File: src/rtl/ai_i2s_wb_arbiter_if.sv
// Bus bundle between two Wishbone requesters (CPU, DMA), the arbiter and the
// shared I2S core port. Signal names follow the arbiter's pin names.
interface ai_i2s_wb_arbiter_if #(
  parameter int unsigned ADDR_WIDTH = 32,
  parameter int unsigned DATA_WIDTH = 32
);

  // Requester 0 (CPU)
  logic                  m0_cyc_i;
  logic                  m0_stb_i;
  logic                  m0_we_i;
  logic [ADDR_WIDTH-1:0] m0_adr_i;
  logic [DATA_WIDTH-1:0] m0_dat_i;
  logic                  m0_sel_i;
  logic [2:0]            m0_cti_i;
  logic [1:0]            m0_bte_i;
  logic                  m0_is_tx_i;
  logic                  m0_ack_o;
  logic                  m0_err_o;
  logic [DATA_WIDTH-1:0] m0_dat_o;

  // Requester 1 (DMA)
  logic                  m1_cyc_i;
  logic                  m1_stb_i;
  logic                  m1_we_i;
  logic [ADDR_WIDTH-1:0] m1_adr_i;
  logic [DATA_WIDTH-1:0] m1_dat_i;
  logic                  m1_sel_i;
  logic [2:0]            m1_cti_i;
  logic [1:0]            m1_bte_i;
  logic                  m1_is_tx_i;
  logic                  m1_ack_o;
  logic                  m1_err_o;
  logic [DATA_WIDTH-1:0] m1_dat_o;

  // Shared port towards the I2S core
  logic                  s_cyc_o;
  logic                  s_stb_o;
  logic                  s_we_o;
  logic [ADDR_WIDTH-1:0] s_adr_o;
  logic [DATA_WIDTH-1:0] s_dat_o;
  logic                  s_sel_o;
  logic [2:0]            s_cti_o;
  logic [1:0]            s_bte_o;
  logic                  s_is_tx_o;
  logic                  s_ack_i;
  logic [DATA_WIDTH-1:0] s_dat_i;

  // One-hot current owner
  logic [1:0]            grant_o;

  // Arbiter view
  modport slave (
    input  m0_cyc_i, m0_stb_i, m0_we_i, m0_adr_i, m0_dat_i,
    input  m0_sel_i, m0_cti_i, m0_bte_i, m0_is_tx_i,
    output m0_ack_o, m0_err_o, m0_dat_o,
    input  m1_cyc_i, m1_stb_i, m1_we_i, m1_adr_i, m1_dat_i,
    input  m1_sel_i, m1_cti_i, m1_bte_i, m1_is_tx_i,
    output m1_ack_o, m1_err_o, m1_dat_o,
    output s_cyc_o, s_stb_o, s_we_o, s_adr_o, s_dat_o,
    output s_sel_o, s_cti_o, s_bte_o, s_is_tx_o,
    input  s_ack_i, s_dat_i,
    output grant_o
  );

  // Environment view (requesters and core together)
  modport master (
    output m0_cyc_i, m0_stb_i, m0_we_i, m0_adr_i, m0_dat_i,
    output m0_sel_i, m0_cti_i, m0_bte_i, m0_is_tx_i,
    input  m0_ack_o, m0_err_o, m0_dat_o,
    output m1_cyc_i, m1_stb_i, m1_we_i, m1_adr_i, m1_dat_i,
    output m1_sel_i, m1_cti_i, m1_bte_i, m1_is_tx_i,
    input  m1_ack_o, m1_err_o, m1_dat_o,
    input  s_cyc_o, s_stb_o, s_we_o, s_adr_o, s_dat_o,
    input  s_sel_o, s_cti_o, s_bte_o, s_is_tx_o,
    output s_ack_i, s_dat_i,
    input  grant_o
  );

endinterface

File: src/rtl/ai_i2s_wb_arbiter.sv
// Two-requester round-robin Wishbone arbiter in front of the I2S core
// register port, with an ack watchdog that terminates stalled cycles.
module ai_i2s_wb_arbiter #(
  parameter int unsigned ADDR_WIDTH = 32,
  parameter int unsigned DATA_WIDTH = 32,
  parameter int unsigned TIMEOUT    = 255
) (
  input  logic                  wb_clk_i,
  input  logic                  wb_rst_n_i,
  ai_i2s_wb_arbiter_if.slave    bus
);

  localparam int unsigned CNT_WIDTH = 16;
  localparam logic [CNT_WIDTH-1:0] CNT_LIMIT = CNT_WIDTH'(TIMEOUT - 1);

  localparam logic [1:0] ST_IDLE = 2'b00;
  localparam logic [1:0] ST_BUSY = 2'b01;
  localparam logic [1:0] ST_ERR  = 2'b10;

  logic [1:0]           state_q, state_d;
  logic                 owner_q, owner_d;
  logic                 last_owner_q, last_owner_d;
  logic [CNT_WIDTH-1:0] cnt_q, cnt_d;

  logic                  busy_c;
  logic                  err_c;
  logic                  own_cyc_c;
  logic                  own_stb_c;
  logic                  own_we_c;
  logic [ADDR_WIDTH-1:0] own_adr_c;
  logic [DATA_WIDTH-1:0] own_dat_c;
  logic                  own_sel_c;
  logic [2:0]            own_cti_c;
  logic [1:0]            own_bte_c;
  logic                  own_is_tx_c;

  assign busy_c = (state_q == ST_BUSY);
  assign err_c  = (state_q == ST_ERR);

  // Select the current owner's request signals
  always_comb begin
    own_cyc_c   = bus.m0_cyc_i;
    own_stb_c   = bus.m0_stb_i;
    own_we_c    = bus.m0_we_i;
    own_adr_c   = bus.m0_adr_i;
    own_dat_c   = bus.m0_dat_i;
    own_sel_c   = bus.m0_sel_i;
    own_cti_c   = bus.m0_cti_i;
    own_bte_c   = bus.m0_bte_i;
    own_is_tx_c = bus.m0_is_tx_i;
    if (owner_q) begin
      own_cyc_c   = bus.m1_cyc_i;
      own_stb_c   = bus.m1_stb_i;
      own_we_c    = bus.m1_we_i;
      own_adr_c   = bus.m1_adr_i;
      own_dat_c   = bus.m1_dat_i;
      own_sel_c   = bus.m1_sel_i;
      own_cti_c   = bus.m1_cti_i;
      own_bte_c   = bus.m1_bte_i;
      own_is_tx_c = bus.m1_is_tx_i;
    end
  end

  // Shared port: owner's request passed through only while BUSY
  always_comb begin
    bus.s_cyc_o   = 1'b0;
    bus.s_stb_o   = 1'b0;
    bus.s_we_o    = 1'b0;
    bus.s_adr_o   = '0;
    bus.s_dat_o   = '0;
    bus.s_sel_o   = 1'b0;
    bus.s_cti_o   = 3'b000;
    bus.s_bte_o   = 2'b00;
    bus.s_is_tx_o = 1'b0;
    if (busy_c) begin
      bus.s_cyc_o   = own_cyc_c;
      bus.s_stb_o   = own_stb_c;
      bus.s_we_o    = own_we_c;
      bus.s_adr_o   = own_adr_c;
      bus.s_dat_o   = own_dat_c;
      bus.s_sel_o   = own_sel_c;
      bus.s_cti_o   = own_cti_c;
      bus.s_bte_o   = own_bte_c;
      bus.s_is_tx_o = own_is_tx_c;
    end
  end

  // Return path: ack/data to the owner in BUSY, err to the owner in ERR
  always_comb begin
    bus.m0_ack_o = 1'b0;
    bus.m0_err_o = 1'b0;
    bus.m0_dat_o = '0;
    bus.m1_ack_o = 1'b0;
    bus.m1_err_o = 1'b0;
    bus.m1_dat_o = '0;
    if (busy_c) begin
      if (owner_q) begin
        bus.m1_ack_o = bus.s_ack_i;
        bus.m1_dat_o = bus.s_dat_i;
      end else begin
        bus.m0_ack_o = bus.s_ack_i;
        bus.m0_dat_o = bus.s_dat_i;
      end
    end
    if (err_c) begin
      if (owner_q) begin
        bus.m1_err_o = 1'b1;
      end else begin
        bus.m0_err_o = 1'b1;
      end
    end
  end

  // One-hot grant whenever a cycle is in progress
  always_comb begin
    bus.grant_o = 2'b00;
    if (busy_c || err_c) begin
      bus.grant_o = owner_q ? 2'b10 : 2'b01;
    end
  end

  // Next-state, ownership and watchdog logic
  always_comb begin
    state_d      = state_q;
    owner_d      = owner_q;
    last_owner_d = last_owner_q;
    cnt_d        = cnt_q;
    case (state_q)
      ST_IDLE: begin
        if (bus.m0_cyc_i || bus.m1_cyc_i) begin
          state_d = ST_BUSY;
          cnt_d   = '0;
          if (bus.m0_cyc_i && bus.m1_cyc_i) begin
            owner_d = ~last_owner_q;
          end else begin
            owner_d = bus.m1_cyc_i;
          end
        end
      end
      ST_BUSY: begin
        if (!own_cyc_c) begin
          state_d      = ST_IDLE;
          last_owner_d = owner_q;
          cnt_d        = '0;
        end else if (bus.s_ack_i) begin
          // A late ack still beats the watchdog
          cnt_d = '0;
        end else if (own_stb_c) begin
          if (cnt_q == CNT_LIMIT) begin
            state_d = ST_ERR;
            cnt_d   = '0;
          end else begin
            cnt_d = cnt_q + CNT_WIDTH'(1);
          end
        end
      end
      ST_ERR: begin
        state_d      = ST_IDLE;
        last_owner_d = owner_q;
        cnt_d        = '0;
      end
      default: begin
        state_d = ST_IDLE;
        cnt_d   = '0;
      end
    endcase
  end

  // State registers; last_owner resets to 1 so requester 0 wins first contention
  always_ff @(posedge wb_clk_i or negedge wb_rst_n_i) begin
    if (!wb_rst_n_i) begin
      state_q      <= ST_IDLE;
      owner_q      <= 1'b0;
      last_owner_q <= 1'b1;
      cnt_q        <= '0;
    end else begin
      state_q      <= state_d;
      owner_q      <= owner_d;
      last_owner_q <= last_owner_d;
      cnt_q        <= cnt_d;
    end
  end

endmodule

File: src/flat_wrapper.sv
// flat-port wrapper written by rule: the top's interface ports become plain ports
module ai_i2s_wb_arbiter_flat 
#(
  parameter int unsigned ADDR_WIDTH = 32,
  parameter int unsigned DATA_WIDTH = 32,
  parameter int unsigned TIMEOUT    = 255
)
  (wb_clk_i, wb_rst_n_i, bus_m0_cyc_i, bus_m0_stb_i, bus_m0_we_i, bus_m0_adr_i, bus_m0_dat_i, bus_m0_sel_i, bus_m0_cti_i, bus_m0_bte_i, bus_m0_is_tx_i, bus_m0_ack_o, bus_m0_err_o, bus_m0_dat_o, bus_m1_cyc_i, bus_m1_stb_i, bus_m1_we_i, bus_m1_adr_i, bus_m1_dat_i, bus_m1_sel_i, bus_m1_cti_i, bus_m1_bte_i, bus_m1_is_tx_i, bus_m1_ack_o, bus_m1_err_o, bus_m1_dat_o, bus_s_cyc_o, bus_s_stb_o, bus_s_we_o, bus_s_adr_o, bus_s_dat_o, bus_s_sel_o, bus_s_cti_o, bus_s_bte_o, bus_s_is_tx_o, bus_s_ack_i, bus_s_dat_i, bus_grant_o);
  ai_i2s_wb_arbiter_if #(.ADDR_WIDTH(ADDR_WIDTH), .DATA_WIDTH(DATA_WIDTH)) bus_i ();
  input  logic wb_clk_i;
  input  logic wb_rst_n_i;
  input wire logic [$bits(bus_i.m0_cyc_i)-1:0] bus_m0_cyc_i;
  input wire logic [$bits(bus_i.m0_stb_i)-1:0] bus_m0_stb_i;
  input wire logic [$bits(bus_i.m0_we_i)-1:0] bus_m0_we_i;
  input wire logic [$bits(bus_i.m0_adr_i)-1:0] bus_m0_adr_i;
  input wire logic [$bits(bus_i.m0_dat_i)-1:0] bus_m0_dat_i;
  input wire logic [$bits(bus_i.m0_sel_i)-1:0] bus_m0_sel_i;
  input wire logic [$bits(bus_i.m0_cti_i)-1:0] bus_m0_cti_i;
  input wire logic [$bits(bus_i.m0_bte_i)-1:0] bus_m0_bte_i;
  input wire logic [$bits(bus_i.m0_is_tx_i)-1:0] bus_m0_is_tx_i;
  output wire logic [$bits(bus_i.m0_ack_o)-1:0] bus_m0_ack_o;
  output wire logic [$bits(bus_i.m0_err_o)-1:0] bus_m0_err_o;
  output wire logic [$bits(bus_i.m0_dat_o)-1:0] bus_m0_dat_o;
  input wire logic [$bits(bus_i.m1_cyc_i)-1:0] bus_m1_cyc_i;
  input wire logic [$bits(bus_i.m1_stb_i)-1:0] bus_m1_stb_i;
  input wire logic [$bits(bus_i.m1_we_i)-1:0] bus_m1_we_i;
  input wire logic [$bits(bus_i.m1_adr_i)-1:0] bus_m1_adr_i;
  input wire logic [$bits(bus_i.m1_dat_i)-1:0] bus_m1_dat_i;
  input wire logic [$bits(bus_i.m1_sel_i)-1:0] bus_m1_sel_i;
  input wire logic [$bits(bus_i.m1_cti_i)-1:0] bus_m1_cti_i;
  input wire logic [$bits(bus_i.m1_bte_i)-1:0] bus_m1_bte_i;
  input wire logic [$bits(bus_i.m1_is_tx_i)-1:0] bus_m1_is_tx_i;
  output wire logic [$bits(bus_i.m1_ack_o)-1:0] bus_m1_ack_o;
  output wire logic [$bits(bus_i.m1_err_o)-1:0] bus_m1_err_o;
  output wire logic [$bits(bus_i.m1_dat_o)-1:0] bus_m1_dat_o;
  output wire logic [$bits(bus_i.s_cyc_o)-1:0] bus_s_cyc_o;
  output wire logic [$bits(bus_i.s_stb_o)-1:0] bus_s_stb_o;
  output wire logic [$bits(bus_i.s_we_o)-1:0] bus_s_we_o;
  output wire logic [$bits(bus_i.s_adr_o)-1:0] bus_s_adr_o;
  output wire logic [$bits(bus_i.s_dat_o)-1:0] bus_s_dat_o;
  output wire logic [$bits(bus_i.s_sel_o)-1:0] bus_s_sel_o;
  output wire logic [$bits(bus_i.s_cti_o)-1:0] bus_s_cti_o;
  output wire logic [$bits(bus_i.s_bte_o)-1:0] bus_s_bte_o;
  output wire logic [$bits(bus_i.s_is_tx_o)-1:0] bus_s_is_tx_o;
  input wire logic [$bits(bus_i.s_ack_i)-1:0] bus_s_ack_i;
  input wire logic [$bits(bus_i.s_dat_i)-1:0] bus_s_dat_i;
  output wire logic [$bits(bus_i.grant_o)-1:0] bus_grant_o;
  assign bus_i.m0_cyc_i = bus_m0_cyc_i;
  assign bus_i.m0_stb_i = bus_m0_stb_i;
  assign bus_i.m0_we_i = bus_m0_we_i;
  assign bus_i.m0_adr_i = bus_m0_adr_i;
  assign bus_i.m0_dat_i = bus_m0_dat_i;
  assign bus_i.m0_sel_i = bus_m0_sel_i;
  assign bus_i.m0_cti_i = bus_m0_cti_i;
  assign bus_i.m0_bte_i = bus_m0_bte_i;
  assign bus_i.m0_is_tx_i = bus_m0_is_tx_i;
  assign bus_m0_ack_o = bus_i.m0_ack_o;
  assign bus_m0_err_o = bus_i.m0_err_o;
  assign bus_m0_dat_o = bus_i.m0_dat_o;
  assign bus_i.m1_cyc_i = bus_m1_cyc_i;
  assign bus_i.m1_stb_i = bus_m1_stb_i;
  assign bus_i.m1_we_i = bus_m1_we_i;
  assign bus_i.m1_adr_i = bus_m1_adr_i;
  assign bus_i.m1_dat_i = bus_m1_dat_i;
  assign bus_i.m1_sel_i = bus_m1_sel_i;
  assign bus_i.m1_cti_i = bus_m1_cti_i;
  assign bus_i.m1_bte_i = bus_m1_bte_i;
  assign bus_i.m1_is_tx_i = bus_m1_is_tx_i;
  assign bus_m1_ack_o = bus_i.m1_ack_o;
  assign bus_m1_err_o = bus_i.m1_err_o;
  assign bus_m1_dat_o = bus_i.m1_dat_o;
  assign bus_s_cyc_o = bus_i.s_cyc_o;
  assign bus_s_stb_o = bus_i.s_stb_o;
  assign bus_s_we_o = bus_i.s_we_o;
  assign bus_s_adr_o = bus_i.s_adr_o;
  assign bus_s_dat_o = bus_i.s_dat_o;
  assign bus_s_sel_o = bus_i.s_sel_o;
  assign bus_s_cti_o = bus_i.s_cti_o;
  assign bus_s_bte_o = bus_i.s_bte_o;
  assign bus_s_is_tx_o = bus_i.s_is_tx_o;
  assign bus_i.s_ack_i = bus_s_ack_i;
  assign bus_i.s_dat_i = bus_s_dat_i;
  assign bus_grant_o = bus_i.grant_o;
  ai_i2s_wb_arbiter #(.ADDR_WIDTH(ADDR_WIDTH), .DATA_WIDTH(DATA_WIDTH), .TIMEOUT(TIMEOUT)) u_core (.wb_clk_i(wb_clk_i), .wb_rst_n_i(wb_rst_n_i), .bus(bus_i));
endmodule
File: config.mk
export PLATFORM = sky130hd
export DESIGN_NAME = ai_i2s_wb_arbiter_flat
export DESIGN_NICKNAME = d
export VERILOG_FILES = /design/src/rtl/ai_i2s_wb_arbiter_if.sv /design/src/rtl/ai_i2s_wb_arbiter.sv /design/src/flat_wrapper.sv
export SDC_FILE = /design/constraint.sdc
export NUM_CORES = 1
export LEC_CHECK = 0
export ABC_CLOCK_PERIOD_IN_PS = 5750
export CORE_AREA = 2 2 126 128
export CTS_BUF_LIST = sky130_fd_sc_hd__clkbuf_16
export DETAILED_ROUTE_END_ITERATION = 8
export DIE_AREA = 0 0 128 130
export PLACE_DENSITY = 0.71
export SYNTH_ARGS = -nofsm -noshare
export SYNTH_HDL_FRONTEND = slang
export SYNTH_SLANG_ARGS = --single-unit
File: constraint.sdc
create_clock -name wb_clk_i -period 5.75 [get_ports wb_clk_i]
set_input_delay 0.8625 -clock wb_clk_i [delete_from_list [all_inputs] [get_ports wb_clk_i]]
set_output_delay 0.8625 -clock wb_clk_i [all_outputs]
set_load 0.03 [all_outputs]
======== After elaboration in Yosys (flattened, before gate mapping) ========
Cells that the tools add are included.
storage, ports and cells
  bits in registers ....................... 20
  input bits .............................. 183
  output and inout port bits .............. 144
  word-level logic and storage cells ...... 71
cells by class
  add/sub/neg operators ................... 1
  equal/unequal tests ..................... 9
  muxes and demuxes ....................... 47
  bitwise operators ....................... 1
  reduce and logical (&&, ||, !) cells .... 9
operators with widths
  operator                                                                  number
  32-bit 2-to-1 mux                                                         8
  16-bit 2-to-1 mux                                                         5
  16-bit one-hot mux with 2 select lines                                    1
  1-bit 2-to-1 mux                                                          20
  2-bit 2-to-1 mux                                                          9
  16-bit by 1-bit adder with 16-bit output (second input constant)          1
  16-bit by 8-bit == test with 1-bit output (second input constant)         1
  3-bit inequality test (second input constant)                             3
  3-bit 2-to-1 mux                                                          2
  2-bit AND reduction                                                       3
  4-bit inequality test (second input constant)                             1
  2-bit one-hot mux with 2 select lines                                     1
  4-bit AND reduction                                                       1
  2-bit by 1-bit == test with 1-bit output (second input constant)          1
  2-bit == test (second input constant)                                     1
  2-bit zero test                                                           1
  1-bit logical OR                                                          2
  2-bit by 1-bit inequality test with 1-bit output (second input constant)  1
  2-bit inequality test (second input constant)                             1
  1-bit one-hot mux with 2 select lines                                     1
  2-bit nonzero test                                                        1
  1-bit logical AND                                                         1
  1-bit NOT                                                                 1

======== Logic depth before layout (Yosys ltp) ========
Gate-level depths: netlist (run 1).
  word-level depth ........................ 6
  mapped depth ............................ 9
  depth with buffers taken out ............ 7

======== Worst setup path before layout (run 1) ========
No wires, ideal clock.
  kind .................................... register -> output
  from .................................... register u_core.state_q[1]
  to ...................................... output bus_s_adr_o[25]
  arrival ................................. 1.748 ns
  data required time ...................... 4.888 ns
  setup slack ............................. 3.139 ns
  cell stages (with the launch flop) ...... 7
  buffers on the path ..................... 3
  path through ............................ dfrtp_1 inv_1 ha_1 clkbuf_1 clkbuf_1 clkbuf_1 nor2b_1
between the ends
  word-level cells in the longest chain between the ends .. 2
ends and longest elaborated chain
  item                                      RTL line                  text
  start: declaration                        ai_i2s_wb_arbiter.sv:20   logic [1:0] state_q, state_d;
  start signal: assignment                  ai_i2s_wb_arbiter.sv:177  state_q <= state_d;
  2-bit by 1-bit == test with 1-bit output  ai_i2s_wb_arbiter.sv:37   assign busy_c = (state_q == ST_BUSY);
  32-bit 2-to-1 mux                         ai_i2s_wb_arbiter.sv:75   if (busy_c) begin
  end: declaration                          flat_wrapper.sv:39        output wire logic [$bits(bus_i.s_adr_o)-1:0] bus_s_adr_o;
No other way between the ends.

======== Worst setup path after layout (run 1) ========
  from .................................... register u_core.state_q[1]
  to ...................................... output bus_m0_ack_o
between the ends
  word-level cells in the longest chain between the ends .. 2
ends and longest elaborated chain
  item                                      RTL line                 text
  2-bit by 1-bit == test with 1-bit output  ai_i2s_wb_arbiter.sv:37
  1-bit 2-to-1 mux                          ai_i2s_wb_arbiter.sv:96  if (busy_c) begin
  end: declaration                          flat_wrapper.sv:21       output wire logic [$bits(bus_i.m0_ack_o)-1:0] bus_m0_ack_o;
No other way between the ends.

==> results of run 1 <==
## power by group through the flow
| stage | clock, µW | sequential [µW] | combinational (µW) |
|---|---|---|---|
| floorplan | 0 | 163 | 1490 |
| global placement | 0 | 237 | 2400 |
| detailed placement | 0 | 237 | 2390 |
| CTS | 149 | 235 | 2410 |
| global route | 155 | 238 | 2510 |
| finish | 148 | 231 | 2380 |
## cell families (layout without fill, tap and decap cells)
| logic type | after synthesis | count (layout) | share of synthesized area |
|---|---|---|---|
| AOI/OAI and AO/OA | 16 | 16 | 0.0419 |
| and+or+nand+nor | 196 | 196 | 0.412 |
| adders and majority gates | 5 | 5 | 0.0216 |
| muxes | 76 | 76 | 0.265 |
| buffers and inverters | 36 | 340 | 0.0531 |
| DFF | 20 | 20 | 0.173 |
| xor gates and xnor gates | 11 | 11 | 0.0333 |
## sequential cells by signal, indices dropped and copies added, names as in the netlist
register,cells
u_core.cnt_q,16
u_core.state_q,2
u_core.last_owner_q,1
u_core.owner_q,1
## routing by layer
metal,global-route usage,up-vias
met5,0,-
met3,0.0627,11
met1,0.205,1617
met4,0.0233,0
li1,-,1843
met2,0.241,193
## Yosys cell counts (3+ instances only)
cell type,number
dfrtp_1,19
and2_1,36
xor2_1,11
nor2b_1,78
a31oi_1,3
nor2_1,13
ha_1,5
mux2i_1,74
nor3_1,3
inv_1,5
nand3_1,3
clkbuf_1,20
nand2_1,8
and3_1,36
buf_2,9
nand4_1,8
a21oi_1,5
## through the flow
step | cells | hold slack (ns) | utilization
3_3_place_gp | 852 | 0.504 | 0.409
5_1_grt | 856 | 0.565 | 0.414
3_5_place_dp | 852 | 0.509 | 0.409
6_report | 856 | 0.517 | 0.414
4_1_cts | 856 | 0.519 | 0.414
2_1_floorplan | 360 | 0.478 | -
## worst min path at each step
stage | start | endpoint | slack [ns] | cells past startpoint
CTS | u_core.cnt_q[6] | u_core.cnt_q[6] | 0.52 | 1
global placement | u_core.state_q[1] | u_core.state_q[1] | 0.50 | 1
global route | u_core.cnt_q[6] | u_core.cnt_q[6] | 0.57 | 1
finish | u_core.state_q[1] | u_core.state_q[1] | 0.52 | 1
floorplan | u_core.cnt_q[6] | u_core.cnt_q[6] | 0.48 | 1
detailed placement | u_core.cnt_q[6] | u_core.cnt_q[6] | 0.51 | 1
## cell type report
class | count | area share
clock buffer | 3 | 0.0118
inverter | 5 | 0.00294
tap | 192 | 0.0376
sequential | 20 | 0.0791
timing repair buffer | 331 | 0.517
multi-input combinational | 304 | 0.351
clock inverter | 1 | 0.000588
==> impl_results.md, run 1 <==
* Nets@finish at 853
* Metal2 WL at 6.40 mm
* Reg2Reg Setup Slack at 2.64 ns
* CP startpoint: u_core.state_q[1]
* Mapped Area at 2900 µm²
* Yosys cell types at 37
* Hold buffers post-CTS at 0
* Largest net degree at the start of global routing at 60
* Layout cells sized above 1 at 0.0286
* Post-synth top area share at 0.256
* Initial antenna violation count at 0
* Root buffer selected by CTS: clkbuf_16
* Status: complete, no violations
* Crit Path Max Fanout at 58
* Final worst setup slack at 1.97 ns
* Port buffer count at 326
* Max Used Layer: met4
* DP Area at 6310 µm²
* Final setup vio count at 0
* Number of flops mapped to enable cells by yosys at 0
* Sequential share of power at 0.084
* Clock sinks at 20
* CTS buffer count at 3
* DR WL/cell at 17.1 µm
* GRT overflow at 0
* Hold WC Path Type: reg -> reg
* Switching portion of total power at 0.526
* Crit-path slowest cell: ha_2
* Fmax achieved at 264 MHz
* Flops & latches, synth at 20
* Core Region at 15400 µm²
* Total negative slack at 0 ns
* Storage element area at 505 µm²
* Vias in the first global route at 3458
* # resized after CTS at 0
* Highest cell delay on the worst timing path at 0.78 ns
* DR iter-0 viols at 129
* # fillers at 1533
* Setup CP Type: reg -> out
* Worst Path Buf+Inv at 3
* Clock share of power at 0.054
* CP Launch Type: flop
* WP data arrival at 2.92 ns
* Reg2reg start: u_core.owner_q
* Tot GR Track Use at 0.154
* Final period util at 0.658
* Psw at 1450 µW
* Die area at 16600 µm²
* Die height at 130 µm
* Min Tclk post-route at 3.78 ns
* Rel. slew slack at 0.379
* Overall Power at 2760 µW
* Initial core utilization at 0.188
* WL met3 at 1.64 mm
* Internal at 1310 µW
* Finished Cell Area at 6390 µm²
* Synth area leaders: mux2i_1 26%, nor2b_1 17%, dfrtp_1 16%
* Final ANT Viol Nets at 0
* IO Pins at 327
* R2r endpoint: u_core.cnt_q[10]
* Pre-antenna DRT Iters at 4
* Core Rows at 46
* Clk_lat worst skew at 0.26 ns
* Crit path cell chain: inv_1 > ha_2 > nor2b_1 > buf_4 > and2_1 > clkdlybuf4s50_1
* M1 WL at 6.47 mm
* Deepest level of the CTS H-tree at 1
* Max clock buf depth at 2
* Leak at 0.00269 µW
* Multi-input logic area at 2240 µm²
* Leading cell type in the layout, fill and taps excluded: clkdlybuf4s50_1
* Remaining DRCs at 0
* CTS tree: yes
* Synth warnings at 0
* Register-to-Register Path Depth at 6
* Global-route wire length before repair at 19.8 mm
* Worst-Margin Slew at 0.929 ns
* Highest ir drop seen on vdd at 0.220 mV
* Layout Area Growth over Synthesis at 121%
* Vias at 3664
* CP Depth at 6
* Mapped Nets at 548
* Crit end category: output port
* Ant. Diodes at 0
* Placer Congestion at 0.782
* CP Capture Point: bus_m0_ack_o
* Clk pin slew, worst setup/hold paths at 0.06 ns
* Pre-CTS setup slack at 2.21 ns
* Top_reg_cell synth: dfrtp_1
* Fraction of registers with async set/reset at 1.00
* Cell family with the largest share of critical-path delay: buffers and inverters
* DPL Wire Length at 11.8 mm
* Final WL at 14.6 mm
* P per Cell Area at 432 nW/µm²
* Vias per cell at 4.28
* Register area share after synthesis at 0.173
* Critical Path RT at 4.89 ns
* Max-slew violation count at 0
* Most frequent cells in the layout: 326 x clkdlybuf4s50_1, 78 x nor2b_1, 74 x mux2i_1, 36 x and3_1, 36 x and2_1
* Layout Skew at 0.00328 ns
* Die Wd at 128 µm
* Number of max-cap violations at 0
* Combinational share of power at 0.863
* RSZ-0062 raised after global routing: false
* Mean Syn Cell Area at 8.05 µm²
* Setup bufs post-CTS at 0
* Synth area leader: mux2i_1
* Syn Inst Count at 360
* Hold Violations, Final at 0
(Power assumes the default switching activity.)
==> inputs of run 2 (changes only) <==
--- a/config.mk
+++ b/config.mk
@@ -5,12 +5,12 @@
 export SDC_FILE = /design/constraint.sdc
 export NUM_CORES = 1
 export LEC_CHECK = 0
-export ABC_CLOCK_PERIOD_IN_PS = 5750
-export CORE_AREA = 2 2 126 128
+export ABC_CLOCK_PERIOD_IN_PS = 3800
+export CORE_AREA = 2 2 129 131
 export CTS_BUF_LIST = sky130_fd_sc_hd__clkbuf_16
 export DETAILED_ROUTE_END_ITERATION = 8
-export DIE_AREA = 0 0 128 130
-export PLACE_DENSITY = 0.71
+export DIE_AREA = 0 0 131 133
+export PLACE_DENSITY = 0.69
 export SYNTH_ARGS = -nofsm -noshare
 export SYNTH_HDL_FRONTEND = slang
 export SYNTH_SLANG_ARGS = --single-unit
==> constraint.sdc (replaced) <==
create_clock -name wb_clk_i -period 3.8 [get_ports wb_clk_i]
set_input_delay 0.57 -clock wb_clk_i [delete_from_list [all_inputs] [get_ports wb_clk_i]]
set_output_delay 0.57 -clock wb_clk_i [all_outputs]
set_load 0.03 [all_outputs]
==> run 2 against run 1 <==
Against the previous run:
- sequential power is 47% higher
- non-clock buffer count is 4 higher
- clock power is 49% higher
- cell area is 1.4% higher
- via count is 1.0% higher
- power is 53% higher
- critical path depth is 3 lower
- die area is 4.7% higher
- sequential share of layout area is 0.11 points lower
- utilization is 1.3 points lower
- first-iteration DRC count is 21% lower
- global-route usage is 0.059 points lower
- largest cell class unchanged
- largest power group unchanged
==> impl_results.md, run 2 (synthesis results as in run 1) <==
* Status: complete, no violations (unchanged)
* Crit path cell chain: mux2i_1 > nor2b_1 > clkdlybuf4s50_1 (was inv_1 > ha_2 > nor2b_1 > buf_4 > and2_1 > clkdlybuf4s50_1)
* Setup CP Type: reg -> out (unchanged)
* Storage element area at 505 µm² (unchanged)
* Internal at 2030 µW (was 1310 µW)
* Hold slack at 0.524 ns (was 0.517 ns)
* Highest ir drop seen on vdd at 0.341 mV (was 0.220 mV)
* DPL Wire Length at 12.1 mm (was 11.8 mm)
* Crit Path Max Fanout at 34 (was 58)
* Layout Area Growth over Synthesis at 124% (was 121%)
* CTS buffer count at 3 (unchanged)
* Remaining DRCs at 0 (unchanged)
* Worst-Margin Slew at 0.895 ns (was 0.929 ns)
* GRT overflow at 0 (unchanged)
* Min Tclk post-route at 2.96 ns
* Leading cell type in the layout, fill and taps excluded: clkdlybuf4s50_1 (unchanged)
* Number of max-cap violations at 0 (unchanged)
* Crit-path slowest cell: dfrtp_4 (was ha_2)
* Ant. Diodes at 0 (unchanged)
* Most frequent cells in the layout: 326 x clkdlybuf4s50_1, 77 x nor2b_1, 74 x mux2i_1, 36 x and3_1, 36 x and2_1 (was 326 x clkdlybuf4s50_1, 78 x nor2b_1, 74 x mux2i_1, 36 x and3_1, 36 x and2_1)
* Layout Skew at 0.00414 ns (was 0.00328 ns)
* Vias per cell at 4.17 (was 4.28)
* DR WL/cell at 16.7 µm (was 17.1 µm)
* Final WL at 14.9 mm (was 14.6 mm)
* Hold buffers post-CTS at 0 (unchanged)
* Crit end category: output port (unchanged)
* Clk_lat worst skew at 0.25 ns (was 0.26 ns)
* Multi-input logic area at 2250 µm² (was 2240 µm²)
* Vias at 3702 (was 3664)
* Largest net degree at the start of global routing at 67 (was 60)
* Total negative slack at 0 ns (unchanged)
* Leak at 0.00273 µW (was 0.00269 µW)
* Port buffer count at 326 (unchanged)
* Rel. slew slack at 0.401 (was 0.379)
* Max clock buf depth at 2 (unchanged)
* Psw at 2200 µW (was 1450 µW)
* Fmax achieved at 338 MHz
* IO Pins at 327 (unchanged)
* Die height at 133 µm (was 130 µm)
* Root buffer selected by CTS: clkbuf_16 (unchanged)
* Overall Power at 4230 µW (was 2760 µW)
* Vias in the first global route at 3577 (was 3458)
* Critical Path RT at 3.23 ns (was 4.89 ns)
* Global-route wire length before repair at 20.7 mm (was 19.8 mm)
* CTS tree: yes (unchanged)
* Max reg flops at 16 (unchanged)
* Initial core utilization at 0.179 (was 0.188)
* Die area at 17400 µm² (was 16600 µm²)
* Largest register by flop count: u_core.cnt_q (unchanged)
* WP data arrival at 2.39 ns (was 2.92 ns)
* Hold Violations, Final at 0 (unchanged)
* Final ANT Viol Nets at 0 (unchanged)
* Switching portion of total power at 0.521 (was 0.526)
* Final setup vio count at 0 (unchanged)
* Max-slew violation count at 0 (unchanged)
* Largest registers: u_core.cnt_q x16, u_core.state_q x2 (unchanged)
* Nets@finish at 857 (was 853)
* Clock share of power at 0.052 (was 0.054)
* P per Cell Area at 652 nW/µm² (was 432 nW/µm²)
* Initial antenna violation count at 0 (unchanged)
* RSZ-0062 raised after global routing: false (unchanged)
* # resized after CTS at 0 (unchanged)
* Placer Congestion at 0.760 (was 0.782)
* Hold WC Path Type: reg -> reg (unchanged)
* Sequential share of power at 0.080 (was 0.084)
* Worst Path Buf+Inv at 1 (was 3)
* Layout cells sized above 1 at 0.0359 (was 0.0286)
* Final period util at 0.780
* # fillers at 1624 (was 1533)
* Highest cell delay on the worst timing path at 0.81 ns (was 0.78 ns)
* Core Region at 16200 µm² (was 15400 µm²)
* Setup bufs post-CTS at 0 (unchanged)
* Pre-antenna DRT Iters at 4 (unchanged)
* Die Wd at 131 µm (was 128 µm)
* DR iter-0 viols at 102 (was 129)
* Clk pin slew, worst setup/hold paths at 0.06 ns (about the same)
* CP Launch Type: flop (unchanged)
* Core Rows at 47 (was 46)
* Clock sinks at 20 (unchanged)
* Cell family with the largest share of critical-path delay: flip-flops (was buffers and inverters)
* Tot GR Track Use at 0.154 (about the same)
* Deepest level of the CTS H-tree at 1 (unchanged)
* Combinational share of power at 0.868 (was 0.863)
[run 2: cell count changes in the layout (fill, tap and decap cells not counted)]
cell      previous run  this run
inv_1                5         6
clkinv_1             1         0
nor2b_2              0         1
buf_12               0         2
nor2b_1             78        77
buf_4                5         7
[run 2: metrics by stage]
| stage | instances | area [µm²] | setup WS, ns | utilization |
|---|---|---|---|---|
| floorplan | 360 | 2900 | 1.48 | - |
| global placement | 884 | 6400 | 0.946 | 0.396 |
| detailed placement | 884 | 6400 | 0.972 | 0.396 |
| CTS | 888 | 6480 | 0.797 | 0.401 |
| global route | 888 | 6480 | 0.678 | 0.401 |
| finish | 888 | 6480 | 0.837 | 0.401 |
[run 2: final timing paths]
check | depth (start not counted) | to | slack (ns) | start
max | 3 | bus_s_sel_o | 0.84 | u_core.owner_q
min | 1 | u_core.cnt_q[6] | 0.52 | u_core.cnt_q[6]
max reg2reg | 5 | u_core.cnt_q[10] | 1.16 | u_core.owner_q
min reg2reg | 1 | u_core.cnt_q[6] | 0.52 | u_core.cnt_q[6]
max in group asynchronous | 1 | u_core.owner_q | 2.33 | wb_rst_n_i
min in group asynchronous | 1 | u_core.cnt_q[15] | 0.82 | wb_rst_n_i
[run 2: routing by layer]
layer / GRT usage / wire length, µm
met3: 0.0376 / 1490
met4: 0.0171 / 104
met1: 0.208 / 6610
met5: 0 / 0
met2: 0.254 / 6670
[run 2: final cells by class]
cell class | count | area share
clock buffers | 3 | 0.0116
clock inverters | 1 | 0.000579
inverters | 5 | 0.00290
multi-input cells | 304 | 0.347
flip-flops and latches | 20 | 0.0780
well taps | 220 | 0.0425
repair buffers | 335 | 0.518
[run 2: power groups by stage]
stage          registers [µW]  logic [µW]  clock network, µW
3_5_place_dp              349        3690                  0
4_1_cts                   343        3710                222
5_1_grt                   351        3880                234
6_report                  339        3670                220
3_3_place_gp              345        3710                  0
2_1_floorplan             247        2250                  0
[run 2: worst reg2reg max path, stage by stage (launching register included)]
cell and delay [ns]:
dfrtp_4 0.81, mux2i_1 0.33, a31oi_2 0.69, nand3_1 0.24, or3_1 0.35, a21oi_1 0.14
